## config.mk

```make
export PLATFORM = sky130hd
export DESIGN_NAME = muldiv_sched
export DESIGN_NICKNAME = d
export VERILOG_FILES = /design/src/rtl/muldiv_pkg.sv /design/src/rtl/muldiv_step.sv /design/src/rtl/muldiv_sched.sv
export SDC_FILE = /design/constraint.sdc
export NUM_CORES = 1
export LEC_CHECK = 0
export ABC_AREA = 0
export BUFFER_PORTS_ARGS = -buffer_cell sky130_fd_sc_hd__buf_2
export CAP_MARGIN = 15
export CORE_MARGIN = 10
export CORE_UTILIZATION = 40
export DETAILED_ROUTE_END_ITERATION = 10
export PLACE_DENSITY = 0.63
export SETUP_SLACK_MARGIN = 0.4
export SLEW_MARGIN = 10
export SYNTH_ARGS = -nofsm -noshare
export SYNTH_HDL_FRONTEND = slang
export SYNTH_HIERARCHICAL = 1
export SYNTH_SLANG_ARGS = --single-unit
```

## constraint.sdc

```tcl
create_clock -name clk -period 3.37 [get_ports clk]
set_input_delay 0.674 -clock clk [delete_from_list [all_inputs] [get_ports clk]]
set_output_delay 0.674 -clock clk [all_outputs]
set_load 0.02 [all_outputs]
```

## src/rtl/muldiv_pkg.sv

```systemverilog
// Shared encodings and helpers for the iterative multiply/divide unit.
package muldiv_pkg;

    typedef enum logic [1:0] {
        OP_MULT  = 2'b00,
        OP_MULTU = 2'b01,
        OP_DIV   = 2'b10,
        OP_DIVU  = 2'b11
    } op_e;

    typedef enum logic [1:0] {
        S_IDLE = 2'b00,
        S_RUN  = 2'b01,
        S_FIX  = 2'b10
    } state_e;

    localparam logic [31:0] DIV0_LO = 32'hFFFF_FFFF;

    // Magnitude of a value; unsigned operands pass through untouched.
    function automatic logic [31:0] abs32(input logic [31:0] v, input logic is_signed);
        return (is_signed && v[31]) ? (~v + 32'd1) : v;
    endfunction

endpackage

```

## src/rtl/muldiv_step.sv

```systemverilog
// One iteration of the multiply (shift-add) or restoring divide (shift-subtract).
module muldiv_step
    import muldiv_pkg::*;
(
    input  logic        is_div,
    input  logic [31:0] acc_hi,
    input  logic [31:0] acc_lo,
    input  logic [31:0] operand,
    output logic [31:0] nxt_hi,
    output logic [31:0] nxt_lo
);

    logic [32:0] sum;
    logic [32:0] shifted;
    logic        fits;
    logic [31:0] diff;

    always_comb begin
        // NOTE: every output is assigned a default first so no path can infer a latch.
        nxt_hi  = acc_hi;
        nxt_lo  = acc_lo;
        sum     = {1'b0, acc_hi} + (acc_lo[0] ? {1'b0, operand} : 33'd0);
        shifted = {acc_hi, acc_lo[31]};
        fits    = shifted >= {1'b0, operand};
        // When the subtraction fits, the partial remainder is below the divisor,
        // so the low 32 bits of the difference are exact.
        diff    = shifted[31:0] - operand;

        if (is_div) begin
            nxt_hi = fits ? diff : shifted[31:0];
            nxt_lo = {acc_lo[30:0], fits};
        end else begin
            nxt_hi = sum[32:1];
            nxt_lo = {sum[0], acc_lo[31:1]};
        end
    end

endmodule

```

## src/rtl/muldiv_sched.sv

```systemverilog
// HI/LO owner and sequencer for iterative mult/multu/div/divu.
// Optional: MULDIV_FAST_MUL_EN computes multiplies in one step and skips RUN.
module muldiv_sched
    import muldiv_pkg::*;
#(
    parameter int CNT_W = 5
) (
    input  logic        clk,
    input  logic        rst,
    input  logic        start,
    input  logic [1:0]  op,
    input  logic [31:0] rs_val,
    input  logic [31:0] rt_val,
    input  logic        mthi,
    input  logic        mtlo,
    input  logic [31:0] wdata,
    input  logic        rd_hi,
    input  logic        rd_lo,
    input  logic        flush,
    output logic        busy,
    output logic        stall,
    output logic [31:0] hi,
    output logic [31:0] lo
);

    state_e            state;
    logic [CNT_W-1:0]  cnt;
    logic [31:0]       acc_hi;
    logic [31:0]       acc_lo;
    logic [31:0]       operand;
    logic [31:0]       dividend_raw;
    logic              is_div;
    logic              neg_res;
    logic              neg_rem;
    logic              div_zero;

    logic              signed_op;
    logic              op_div;
    logic [31:0]       mag_a;
    logic [31:0]       mag_b;
    logic [31:0]       step_hi;
    logic [31:0]       step_lo;
    logic [63:0]       prod_fix;
    logic [31:0]       quo_fix;
    logic [31:0]       rem_fix;

    assign signed_op = (op == OP_MULT) || (op == OP_DIV);
    assign op_div    = op[1];
    assign mag_a     = abs32(rs_val, signed_op);
    assign mag_b     = abs32(rt_val, signed_op);

    // Requests are held upstream while an operation owns HI/LO.
    assign stall = busy && (start | rd_hi | rd_lo | mthi | mtlo);

    assign prod_fix = neg_res ? (~{acc_hi, acc_lo} + 64'd1) : {acc_hi, acc_lo};
    assign quo_fix  = neg_res ? (~acc_lo + 32'd1) : acc_lo;
    assign rem_fix  = neg_rem ? (~acc_hi + 32'd1) : acc_hi;

`ifdef MULDIV_FAST_MUL_EN
    logic [63:0] fast_prod;
    assign fast_prod = {32'd0, mag_a} * {32'd0, mag_b};
`endif

    muldiv_step u_step (
        .is_div  (is_div),
        .acc_hi  (acc_hi),
        .acc_lo  (acc_lo),
        .operand (operand),
        .nxt_hi  (step_hi),
        .nxt_lo  (step_lo)
    );

    always_ff @(posedge clk) begin
        // NOTE: sequential state uses non-blocking assignments only, so every
        // register sees the pre-edge value of every other register.
        if (rst) begin
            state        <= S_IDLE;
            cnt          <= '0;
            busy         <= 1'b0;
            hi           <= '0;
            lo           <= '0;
            acc_hi       <= '0;
            acc_lo       <= '0;
            operand      <= '0;
            dividend_raw <= '0;
            is_div       <= 1'b0;
            neg_res      <= 1'b0;
            neg_rem      <= 1'b0;
            div_zero     <= 1'b0;
        end else begin
            case (state)
                S_IDLE: begin
                    if (start && !flush) begin
                        cnt          <= {CNT_W{1'b1}};
                        busy         <= 1'b1;
                        is_div       <= op_div;
                        neg_res      <= signed_op && (rs_val[31] ^ rt_val[31]);
                        neg_rem      <= signed_op && rs_val[31];
                        div_zero     <= op_div && (rt_val == 32'd0);
                        dividend_raw <= rs_val;
                        acc_hi       <= '0;
                        // Divide shifts the dividend out of acc_lo; multiply shifts the multiplier.
                        acc_lo       <= op_div ? mag_a : mag_b;
                        operand      <= op_div ? mag_b : mag_a;
                        state        <= S_RUN;
`ifdef MULDIV_FAST_MUL_EN
                        if (!op_div) begin
                            {acc_hi, acc_lo} <= fast_prod;
                            state            <= S_FIX;
                        end
`endif
                    end else begin
                        if (mthi) hi <= wdata;
                        if (mtlo) lo <= wdata;
                    end
                end

                S_RUN: begin
                    if (flush) begin
                        state <= S_IDLE;
                        busy  <= 1'b0;
                    end else begin
                        acc_hi <= step_hi;
                        acc_lo <= step_lo;
                        if (cnt == '0) state <= S_FIX;
                        else           cnt   <= cnt - 1'b1;
                    end
                end

                S_FIX: begin
                    state <= S_IDLE;
                    busy  <= 1'b0;
                    if (!flush) begin
                        if (div_zero) begin
                            hi <= dividend_raw;
                            lo <= DIV0_LO;
                        end else if (is_div) begin
                            hi <= rem_fix;
                            lo <= quo_fix;
                        end else begin
                            {hi, lo} <= prod_fix;
                        end
                    end
                end

                default: begin
                    state <= S_IDLE;
                    busy  <= 1'b0;
                end
            endcase
        end
    end

endmodule

```

# Word-level counts from Yosys, hierarchy flattened
# Index checks and enable logic that the tools add are counted.
# classes
addsub	8
n_mux	40
order_cmp	1
n_reduce_logical	21
n_eq_ne	12
n_bitwise	10
# ops
operator	count
32-bit 2-to-1 mux	24
32-bit case mux with 2 select lines	4
32-bit by 1-bit adder with 32-bit output (second input constant)	4
32-bit inverter	4
64-bit by 1-bit adder with 64-bit output (second input constant)	1
64-bit 2-to-1 mux	1
64-bit inverter	1
32-bit by 33-bit adder with 33-bit output	1
33-bit by 32-bit greater-or-equal comparator with 1-bit output	1
32-bit zero test	1
32-bit subtractor	1
2-bit != test (second input constant)	8
5-bit 2-to-1 mux	3
4-bit AND reduction	3
5-bit case mux with 2 select lines	1
1-bit logical AND	6
2-bit 2-to-1 mux	3
2-bit AND reduction	3
5-bit zero test	1
5-bit by 1-bit subtractor with 5-bit output (second input constant)	1
2-bit == test (second input constant)	2
2-bit zero test	2
1-bit OR	4
2-bit case mux with 2 select lines	1
other kinds (9)	11
# word_totals
input_bits	106
regBits	204
out_inout_bits	66
wordCells	105

# Longest topological paths before layout
# Gate-level depths: netlist (run 1).
# depth
depth_word	7
depth_mapped	15
ltp_nobuf	15

# Cells and area by module
# The synthesis (run 1) kept the hierarchy.
# by_module_without_submodules
module	instances	area_each_um2	cells_each	seq_area_each_um2
muldiv_sched	1	12139.1	1649	4083.9
muldiv_step	1	4867.2	705	0.0

# Worst setup path before layout (run 1)
# OpenSTA, ideal clock, no wires.
# synth_timing
path_kind	reg-to-reg
startpoint	register acc_lo[0]
endpoint	register hi[28]
required_time_ns	3.300
setup_time_ns	0.070
arrival_time_ns	3.171
n_path_buf	2
stages_incl_launch_ff	12
slack_ns	0.128
period_less_slack_ns	3.242
cell_sequence	dfxtp_1 -> inv_1 -> ha_1 -> or3b_2 -> clkbuf_1 -> or4_1 -> clkbuf_1 -> o41a_1 -> o41ai_1 -> xor2_1 -> a311o_1 -> a21oi_1
# synth_between
elab_chain_len	7
# synth_rtl
element	line_no	source
start, declared	muldiv_sched.sv:29	logic [31:0] acc_lo;
start signal, assigned	muldiv_sched.sv:103	acc_lo <= op_div ? mag_a : mag_b;
start signal, assigned	muldiv_sched.sv:124	acc_lo <= step_lo;
64-bit inverter	muldiv_sched.sv:55	assign prod_fix = neg_res ? (~{acc_hi, acc_lo} + 64'd1) : {acc_hi, acc_lo};
64-bit by 1-bit adder with 64-bit output	muldiv_sched.sv:55	
64-bit 2-to-1 mux	muldiv_sched.sv:55	
32-bit 2-to-1 mux	muldiv_sched.sv:137	end else if (is_div) begin
32-bit 2-to-1 mux	muldiv_sched.sv:134	if (div_zero) begin
32-bit 2-to-1 mux	muldiv_sched.sv:133	if (!flush) begin
32-bit case mux with 2 select lines	muldiv_sched.sv:91	case (state)
end signal, assigned	muldiv_sched.sv:135	hi <= dividend_raw;
end signal, assigned	muldiv_sched.sv:138	hi <= rem_fix;
end signal, assigned	muldiv_sched.sv:141	{hi, lo} <= prod_fix;
end, declared	muldiv_sched.sv:22	output logic [31:0] hi,
# Every way passes these cells. The select of a mux whose other input is x is not followed.
# A chain may end at the register's enable or synchronous reset.

# Worst setup path in the final report (run 1)
# layout_timing
startpoint	register acc_lo[0]
endpoint	register acc_hi[31]
# layout_between
elab_chain_len	5
# layout_rtl
element	line_no	source
32-bit 2-to-1 mux	muldiv_step.sv:22	sum = {1'b0, acc_hi} + (acc_lo[0] ? {1'b0, operand} : 33'd0);
32-bit by 33-bit adder with 33-bit output	muldiv_step.sv:22	
32-bit 2-to-1 mux	muldiv_step.sv:29	if (is_div) begin
net step_hi[31]	muldiv_sched.sv:41	logic [31:0] step_hi;
32-bit 2-to-1 mux	muldiv_sched.sv:119	if (flush) begin
32-bit case mux with 2 select lines	muldiv_sched.sv:91	
end signal, assigned	muldiv_sched.sv:123	acc_hi <= step_hi;
end, declared	muldiv_sched.sv:28	logic [31:0] acc_hi;
# The timed path passes the listed nets, and every way through them passes these cells. The select of a mux whose other input is x is not followed.

==> results of run 1 <==
[cell usage after synthesis (37+ instances only)]
library cell / n
inv_1: 72
dfxtp_1: 204
xnor2_1: 91
a21oi_1: 311
mux2i_1: 39
nand2_1: 287
o21ai_0: 114
and2_1: 37
ha_1: 70
clkbuf_1: 138
nor3_1: 64
a31oi_1: 43
a21o_1: 39
nand3_1: 90
nor2_1: 168
xor2_1: 71
[power breakdown]
part           switching, mW  internal (mW)
logic                   1.50          0.995
registers              0.176           2.55
clock network           1.25           1.71
total                   2.92           5.26
[repair_timing]
item / 4_1_cts / 5_1_grt
setup buffers: 25 / 30
gates resized for setup: 130 / 116
endpoints found under the setup margin: 60 / 54
cloned: 3 / 1
pin swaps: 53 / 73
[stage by stage]
step / area (um2) / setup WS, ns / cells / util, % / setup TNS (ns)
2_1_floorplan: 17000 / 0.344 / 2354 / - / 0
3_3_place_gp: 19000 / -0.110 / 3028 / 45.2 / -0.110
3_5_place_dp: 19000 / -0.0123 / 3029 / 45.2 / -0.0123
4_1_cts: 20700 / 0.297 / 3105 / 49.4 / 0
5_1_grt: 21500 / 0.0843 / 3136 / 51.3 / 0
6_report: 21500 / 0.203 / 3137 / 51.3 / 0
[layout by cell type (no fill, tap or decap), types with 22 or more instances in the layout]
cell,netlist,layout
a21oi_1,311,293
nand2_1,287,284
dfxtp_1,204,173
buf_2,10,170
buf_4,3,168
nor2_1,168,166
o21ai_0,114,105
xnor2_1,91,88
nand3_1,90,85
xor2_1,71,69
inv_1,72,67
nor3_1,64,60
a31oi_1,43,40
a21o_1,39,38
mux2i_1,39,37
mux2_2,35,35
ha_1,70,35
and2_1,37,30
o221ai_1,29,29
ha_4,0,29
clkbuf_16,0,27
nor4_1,30,26
nand2b_1,25,24
o21ai_1,21,23
o31ai_1,26,22
[metal layers]
| metal | up-vias | wire length [um] | part of all wire (%) |
|---|---|---|---|
| met5 | - | 0 | 0 |
| met4 | 0 | 3030 | 3.9 |
| met3 | 174 | 7350 | 9.4 |
| met2 | 1012 | 35000 | 45 |
| met1 | 9573 | 33000 | 42 |
| li1 | 9048 | - | - |
[cells by family after synthesis]
family | count (synthesis)
simple gates | 835
compound gates | 769
buf+inv | 238
flops | 204
xor+xnor | 162
mux | 74
fa+ha+maj | 72
[path summary, 6_finish.rpt]
kind                                        startpoint                       to  slack, ns  cells after the start
worst max register to register  acc_lo[0]$_SDFFE_PP0P_  acc_hi[31]$_SDFFE_PP0P_       0.20                     15
worst min register to register      lo[5]$_SDFFE_PP0P_       lo[5]$_SDFFE_PP0P_       0.45                      2
worst max-delay path            acc_lo[0]$_SDFFE_PP0P_  acc_hi[31]$_SDFFE_PP0P_       0.20                     15
worst min-delay path                             flush    state[1]$_SDFFE_PP0P_       0.35                      2
[critical path: cells and delay by family, from the launching register on]
kind / cells / cell delay (ns)
compound gates: 7 / 1.52
simple gates: 5 / 0.55
flops: 1 / 0.45
buf+inv: 2 / 0.28
fa+ha+maj: 1 / 0.21
[final cells by class]
class | instances | area [um2]
fillers | 4089 | 20400
flip-flops and latches | 204 | 4150
clock buffers | 32 | 693
multi-input cells | 1912 | 13100
diodes | 1 | 2.50
well taps | 539 | 674
clock inverters | 16 | 199
inverters | 73 | 277
repair buffers | 360 | 2460
[flip-flops by register name, indices dropped and copies added, names as in the netlist]
name and flops:
dividend_raw 32, acc_lo 32, hi 32, state 2, busy 1, neg_rem 1, operand 32, is_div 1
lo 32, acc_hi 32, cnt 5, div_zero 1, neg_res 1
==> metrics.md, run 1 <==
| Metric | Value |
|---|---|
| Yosys top cell area share | `24.0%` |
| Met1 usage | `37.8%` |
| Top Ports | `172` |
| Core Area | `41900 um2` |
| Die Width | `226 um` |
| HPWL after DPL | `between 50000 and 60000 um` |
| Yosys cell types | `89` |
| Mux cell area share after synthesis | `4.61%` |
| Clk sinks | `204` |
| Synth Area in Simple Gates | `23.6%` |
| Critical path startpoint category | `register` |
| Max stage delay on crit path | `0.45 ns` |
| Die ar. | `~51000 um2` |
| RePlAce Congestion | `~1` |
| Port Buf Inserts | `171` |
| Pwr dens | `~380 nW/um2` |
| Initial DRC count | `2219` |
| Main combinational cell family by area after synthesis | `compound AO/OA/AOI/OAI gates` |
| CP required | `3.79 ns` |
| Worst path arrival time | `3.59 ns` |
| Area leader, netlist | `dfxtp_1` |
| Per-cell routed wire length | `25.0 um` |
| Remaining DRCs | `0` |
| Async S/R FF share, synth | `0%` |
| Final hold slack | `0.354 ns` |
| RSZ-0062 raised after global routing | `yes` |
| Initial Util | `40.5%` |
| Fmax | `0.316 GHz` |
| Via density | `6.31` |
| Final Max Tran Viols | `0` |
| Post-route ant nets | `0` |
| First-pass GRT wire length | `114000 um` |
| Setup violators final | `0` |
| Worst path slowest cell | `dfxtp_4` |
| CTS tree | `yes` |
| Nets | `2755` |
| Actual slew at the worst max-slew pin | `1.08 ns` |
| Max_slew headroom | `27.7%` |
| Drt first pass iters | `6` |
| #FFs+latches synth | `204` |
| Mean Syn Cell Area | `just over 7 um2` |
| Gr busiest metal | `met2` |
| Post-synth EDFFs | `0` |
| Xor-xnor portion of the synthesized cell area | `approximately 8.3%` |
| Reg clk slew, reported paths | `0.07 ns` |
| Min-Delay Path Class | `input port to register` |
| H-tree Lvls | `1` |
| Met2 usage | `around 45%` |
| Run status | `complete, no violations` |
| Syn Inst Count | `2354` |
| CTS Buffer Depth | `3` |
| Final setup skew | `between 0.01 and 0.015 ns` |
| Total routed wirelength | `78300 um` |
| Final Cycle Share | `94.0%` |
| Final hold viol count | `0` |
| Share of post-route cells with drive strength above 1 | `25.0%` |
| Post-synth top flop | `dfxtp_1` |
| Syn_nets | `2532` |
| Vias in the first global route | `roughly 18k` |
| Power Total | `8.18 mW` |
| Seq/Total Area, Yosys | `24.0%` |
| Number of max-cap violations | `0` |
| Synth Area in Compound Gates | `28.7%` |
| CP Max Fanout | `7` |
| Worst path cell trace | `and2_4 > ha_4 > buf_6 > and3_4 > a221o_1 > a31oi_4 > buf_4 > a21oi_4 > a31oi_4 > o21a_1 > nor3_2 > a2111oi_2 > nor3_2 > nand3_1 > a21oi_1` |
| Largest net degree at the start of global routing | `78` |
| Fin crit period | `3.17 ns` |
| Worst VDD drop | `0.000352 V` |
| Core Rows | `75` |
| Vias | `around 20k` |
| Worst skew pair latency | `0.59 ns` |
| Synth-to-Final Area Change | `26.6%` |
| Total CTS buffers | `26` |
| Die Height | `226 um` |
| Cell Area, Synth | `17000 um2` |
| CTS Root Cell | `clkbuf_16` |
| Total global routing overflow | `0` |
| Routing usage on met3 | `between 6 and 7%` |
| Initial antenna violation count | `1` |
| Leakage | `8.76 nW` |
| Ranking of synthesized cells by area | `dfxtp_1 (24%), a21oi_1 (9.2%), nand2_1 (6.3%), ha_1 (5.2%), xnor2_1 (4.7%)` |
| Critical Path End Type | `register` |
| Total number of yosys warnings | `6` |
| Synth Area in Adders | `under 10%` |
| Post-CTS Hold Fix Bufs | `0` |
| GR Util All Layers | `between 20% and 30%` |
| WS Path Type | `register to register` |
Note: power is estimated with default switching activity, not from simulation.
==> inputs of run 2 (changes only) <==
--- a/config.mk
+++ b/config.mk
@@ -6,8 +6,10 @@
 export NUM_CORES = 1
 export LEC_CHECK = 0
 export ABC_AREA = 0
+export ABC_CLOCK_PERIOD_IN_PS = 3370
 export BUFFER_PORTS_ARGS = -buffer_cell sky130_fd_sc_hd__buf_2
 export CAP_MARGIN = 15
+export CORE_ASPECT_RATIO = 0.7
 export CORE_MARGIN = 10
 export CORE_UTILIZATION = 40
 export DETAILED_ROUTE_END_ITERATION = 10
==> run 2 against run 1 <==
Combinational power grew 3%. Clock-buffer cell count shrank 4. Largest power group unchanged. Clock power shrank 3%. Global-route usage grew 1.1 points. First-iteration DRC count grew 13%. Clock skew grew 0.0031 ns. Sequential share of layout area shrank 0.61 points. Power is essentially flat. Critical path depth grew 1.
==> metrics.md, run 2 (synthesized netlist as in run 1, its figures left out) <==
| Metric | Value |
|---|---|
| Met1 usage | `43.6% (was 37.8%)` |
| HPWL after DPL | `62300 um (was 59300 um)` |
| Power Total | `8.18 mW (about the same)` |
| Remaining DRCs | `0 (unchanged)` |
| Synth-to-Final Area Change | `30.2% (was 26.6%)` |
| Worst VDD drop | `0.000402 V (was 0.000352 V)` |
| Placement Setup Slack | `-0.0600 ns (was -0.0123 ns)` |
| Port Buf Inserts | `171 (unchanged)` |
| Die ar. | `51300 um2 (was 51200 um2)` |
| Vias | `20.2k (was 19.8k)` |
| Reg clk slew, reported paths | `0.07 ns (about the same)` |
| CP Max Fanout | `6 (was 7)` |
| CTS Buffer Depth | `3 (unchanged)` |
| Post-CTS Hold Fix Bufs | `0 (unchanged)` |
| Gr busiest metal | `met1 (was met2)` |
| Initial Util | `40.3% (was 40.5%)` |
| Share of post-route cells with drive strength above 1 | `27.7% (was 25.0%)` |
| Setup TNS | `0 ns (unchanged)` |
| CP required | `3.85 ns (was 3.79 ns)` |
| Number of max-cap violations | `0 (unchanged)` |
| Critical path startpoint category | `register (unchanged)` |
| Pwr dens | `369 nW/um2 (was 380 nW/um2)` |
| Commonest cells after routing, fill and taps aside | `nand2_1 (282), a21oi_1 (281), buf_4 (208) (was a21oi_1 (293), nand2_1 (284), dfxtp_1 (173))` |
| Actual slew at the worst max-slew pin | `1.38 ns (was 1.08 ns)` |
| Critical Path End Type | `register (unchanged)` |
| Vias in the first global route | `18.4k (about the same)` |
| Max_slew headroom | `7.66% (was 27.7%)` |
| Clk sinks | `204 (unchanged)` |
| WS Path Type | `register to register (unchanged)` |
| First-pass GRT wire length | `118000 um (was 114000 um)` |
| Final setup skew | `0.0159 ns (was 0.0127 ns)` |
| Largest net degree at the start of global routing | `70 (was 78)` |
| Drt first pass iters | `8 (was 6)` |
| Worst path cell trace | `buf_12 > and2_1 > ha_4 > buf_6 > nand4_1 > a21o_1 > o211a_4 > nor3_2 > buf_4 > o31a_1 > o2111ai_2 > mux2i_1 > a21oi_1 > a211oi_1 > nand3_1 > a21oi_1 (was and2_4 > ha_4 > buf_6 > and3_4 > a221o_1 > a31oi_4 > buf_4 > a21oi_4 > a31oi_4 > o21a_1 > nor3_2 > a2111oi_2 > nor3_2 > nand3_1 > a21oi_1)` |
| Final Max Tran Viols | `0 (unchanged)` |
| GR Util All Layers | `29.8% (was 28.7%)` |
| Worst skew pair latency | `0.56 ns (was 0.59 ns)` |
| Final Cycle Share | `98.0% (was 94.0%)` |
| Setup WS post-layout | `0.0690 ns (was 0.203 ns)` |
| Via density | `6.33 (was 6.31)` |
| Met2 usage | `41.1% (was 44.7%)` |
| Cell mode on critical path | `a21oi_1` |
| Filler cells | `4064 (was 4089)` |
| Top Ports | `172 (unchanged)` |
| Worst path slowest cell | `dfxtp_4 (unchanged)` |
| Total CTS buffers | `24 (was 26)` |
| RSZ-0062 raised after global routing | `yes (unchanged)` |
| Initial DRC count | `2518 (was 2219)` |
| Final hold viol count | `0 (unchanged)` |
| Die Height | `193 um (was 226 um)` |
| RePlAce Congestion | `1.01 (was 1.02)` |
| Fmax | `0.303 GHz (was 0.316 GHz)` |
| Leakage | `9.15 nW (was 8.76 nW)` |
| Min-Delay Path Class | `input port to register (unchanged)` |
| Routing usage on met3 | `10.1% (was 6.93%)` |
| Post-route ant nets | `0 (unchanged)` |
| Core Area | `42200 um2 (was 41900 um2)` |
| Max stage delay on crit path | `0.38 ns (was 0.45 ns)` |
| Total global routing overflow | `0 (unchanged)` |
| Die Width | `266 um (was 226 um)` |
| Nets | `2805 (was 2755)` |
| Total routed wirelength | `81300 um (was 78300 um)` |
| Core Rows | `63 (was 75)` |
| Initial antenna violation count | `4 (was 1)` |
| Run status | `complete, no violations (unchanged)` |
| CTS tree | `yes (unchanged)` |
| Most common cell after layout, fill and taps aside | `nand2_1 (was a21oi_1)` |
| Per-cell routed wire length | `25.4 um (was 25.0 um)` |
| H-tree Lvls | `1 (unchanged)` |
| Worst path arrival time | `3.78 ns (was 3.59 ns)` |
| Setup violators final | `0 (unchanged)` |
| Fin crit period | `3.30 ns (was 3.17 ns)` |
| CTS Root Cell | `clkbuf_16 (unchanged)` |
-- run 2: cell types whose count changed in the layout (fill, tap and decap cells not counted), sizes merged --
cell      previous run  this run
buf                358       410
clkbuf              33        30
clkinvlp             3         2
bufbuf               1         0
inv                 73        74
-- run 2: what timing repair did --
action                                  4_1_cts  5_1_grt
resized for setup                           116      171
buffers inserted                             21       26
pin swaps                                    57      102
cloned                                        0        2
endpoints found under the setup margin       63       62
-- run 2: cell type report --
class	count	area, um2	share of cell area, %
Inverter	73	277	1.25
Multi-Input combinational cell	1912	13300	60.1
Antenna cell	1	2.50	0.0113
Timing Repair Buffer	412	2890	13.1
Clock buffer	28	667	3.01
Tap cell	552	691	3.12
Clock inverter	16	179	0.808
Sequential cell	204	4140	18.7
-- run 2: per-layer routing --
layer / up-vias / wire length (um) / part of all wire [%]
li1: 9126 / - / -
met5: - / 26 / 0.032
met3: 124 / 10700 / 13
met1: 9812 / 36600 / 45
met4: 4 / 1690 / 2.1
met2: 1169 / 32200 / 40
-- run 2: critical path: cells and delay by family (launching register included) --
family / cells / cell delay [ns]
adder cells (fa/ha/maj): 1 / 0.29
AND/OR/NAND/NOR: 4 / 0.60
AO/OA/AOI/OAI: 7 / 1.38
buffers and inverters: 3 / 0.39
multiplexers: 1 / 0.19
flip-flops: 1 / 0.38
-- run 2: stage by stage --
step / instance area, um2 / hold slack [ns] / cells / utilization (%)
after detailed placement: 19500 / 0.443 / 3104 / 46.2
final: 22100 / 0.380 / 3198 / 52.5
after global placement: 19500 / 0.430 / 3104 / 46.2
after CTS: 21100 / 0.375 / 3169 / 50.0
after global routing: 22100 / 0.382 / 3197 / 52.5
after floorplan: 17000 / 0.427 / 2354 / -
-- run 2: report_power, final --
| group | switching, mW | leakage, nW | internal [mW] |
|---|---|---|---|
| registers | 0.181 | 1.68 | 2.55 |
| logic | 1.55 | 7.05 | 1.02 |
| clock network | 1.22 | 0.417 | 1.66 |
-- run 2: final timing paths --
kind | startpoint | to | slack, ns | cells after the start
worst max-delay path | acc_lo[0]$_SDFFE_PP0P_ | acc_hi[30]$_SDFFE_PP0P_ | 0.07 | 16
worst min-delay path | rs_val[1] | dividend_raw[1]$_SDFFE_PP0P_ | 0.38 | 3
worst max register to register | acc_lo[0]$_SDFFE_PP0P_ | acc_hi[30]$_SDFFE_PP0P_ | 0.07 | 16
worst min register to register | hi[12]$_SDFFE_PP0P_ | hi[12]$_SDFFE_PP0P_ | 0.45 | 2
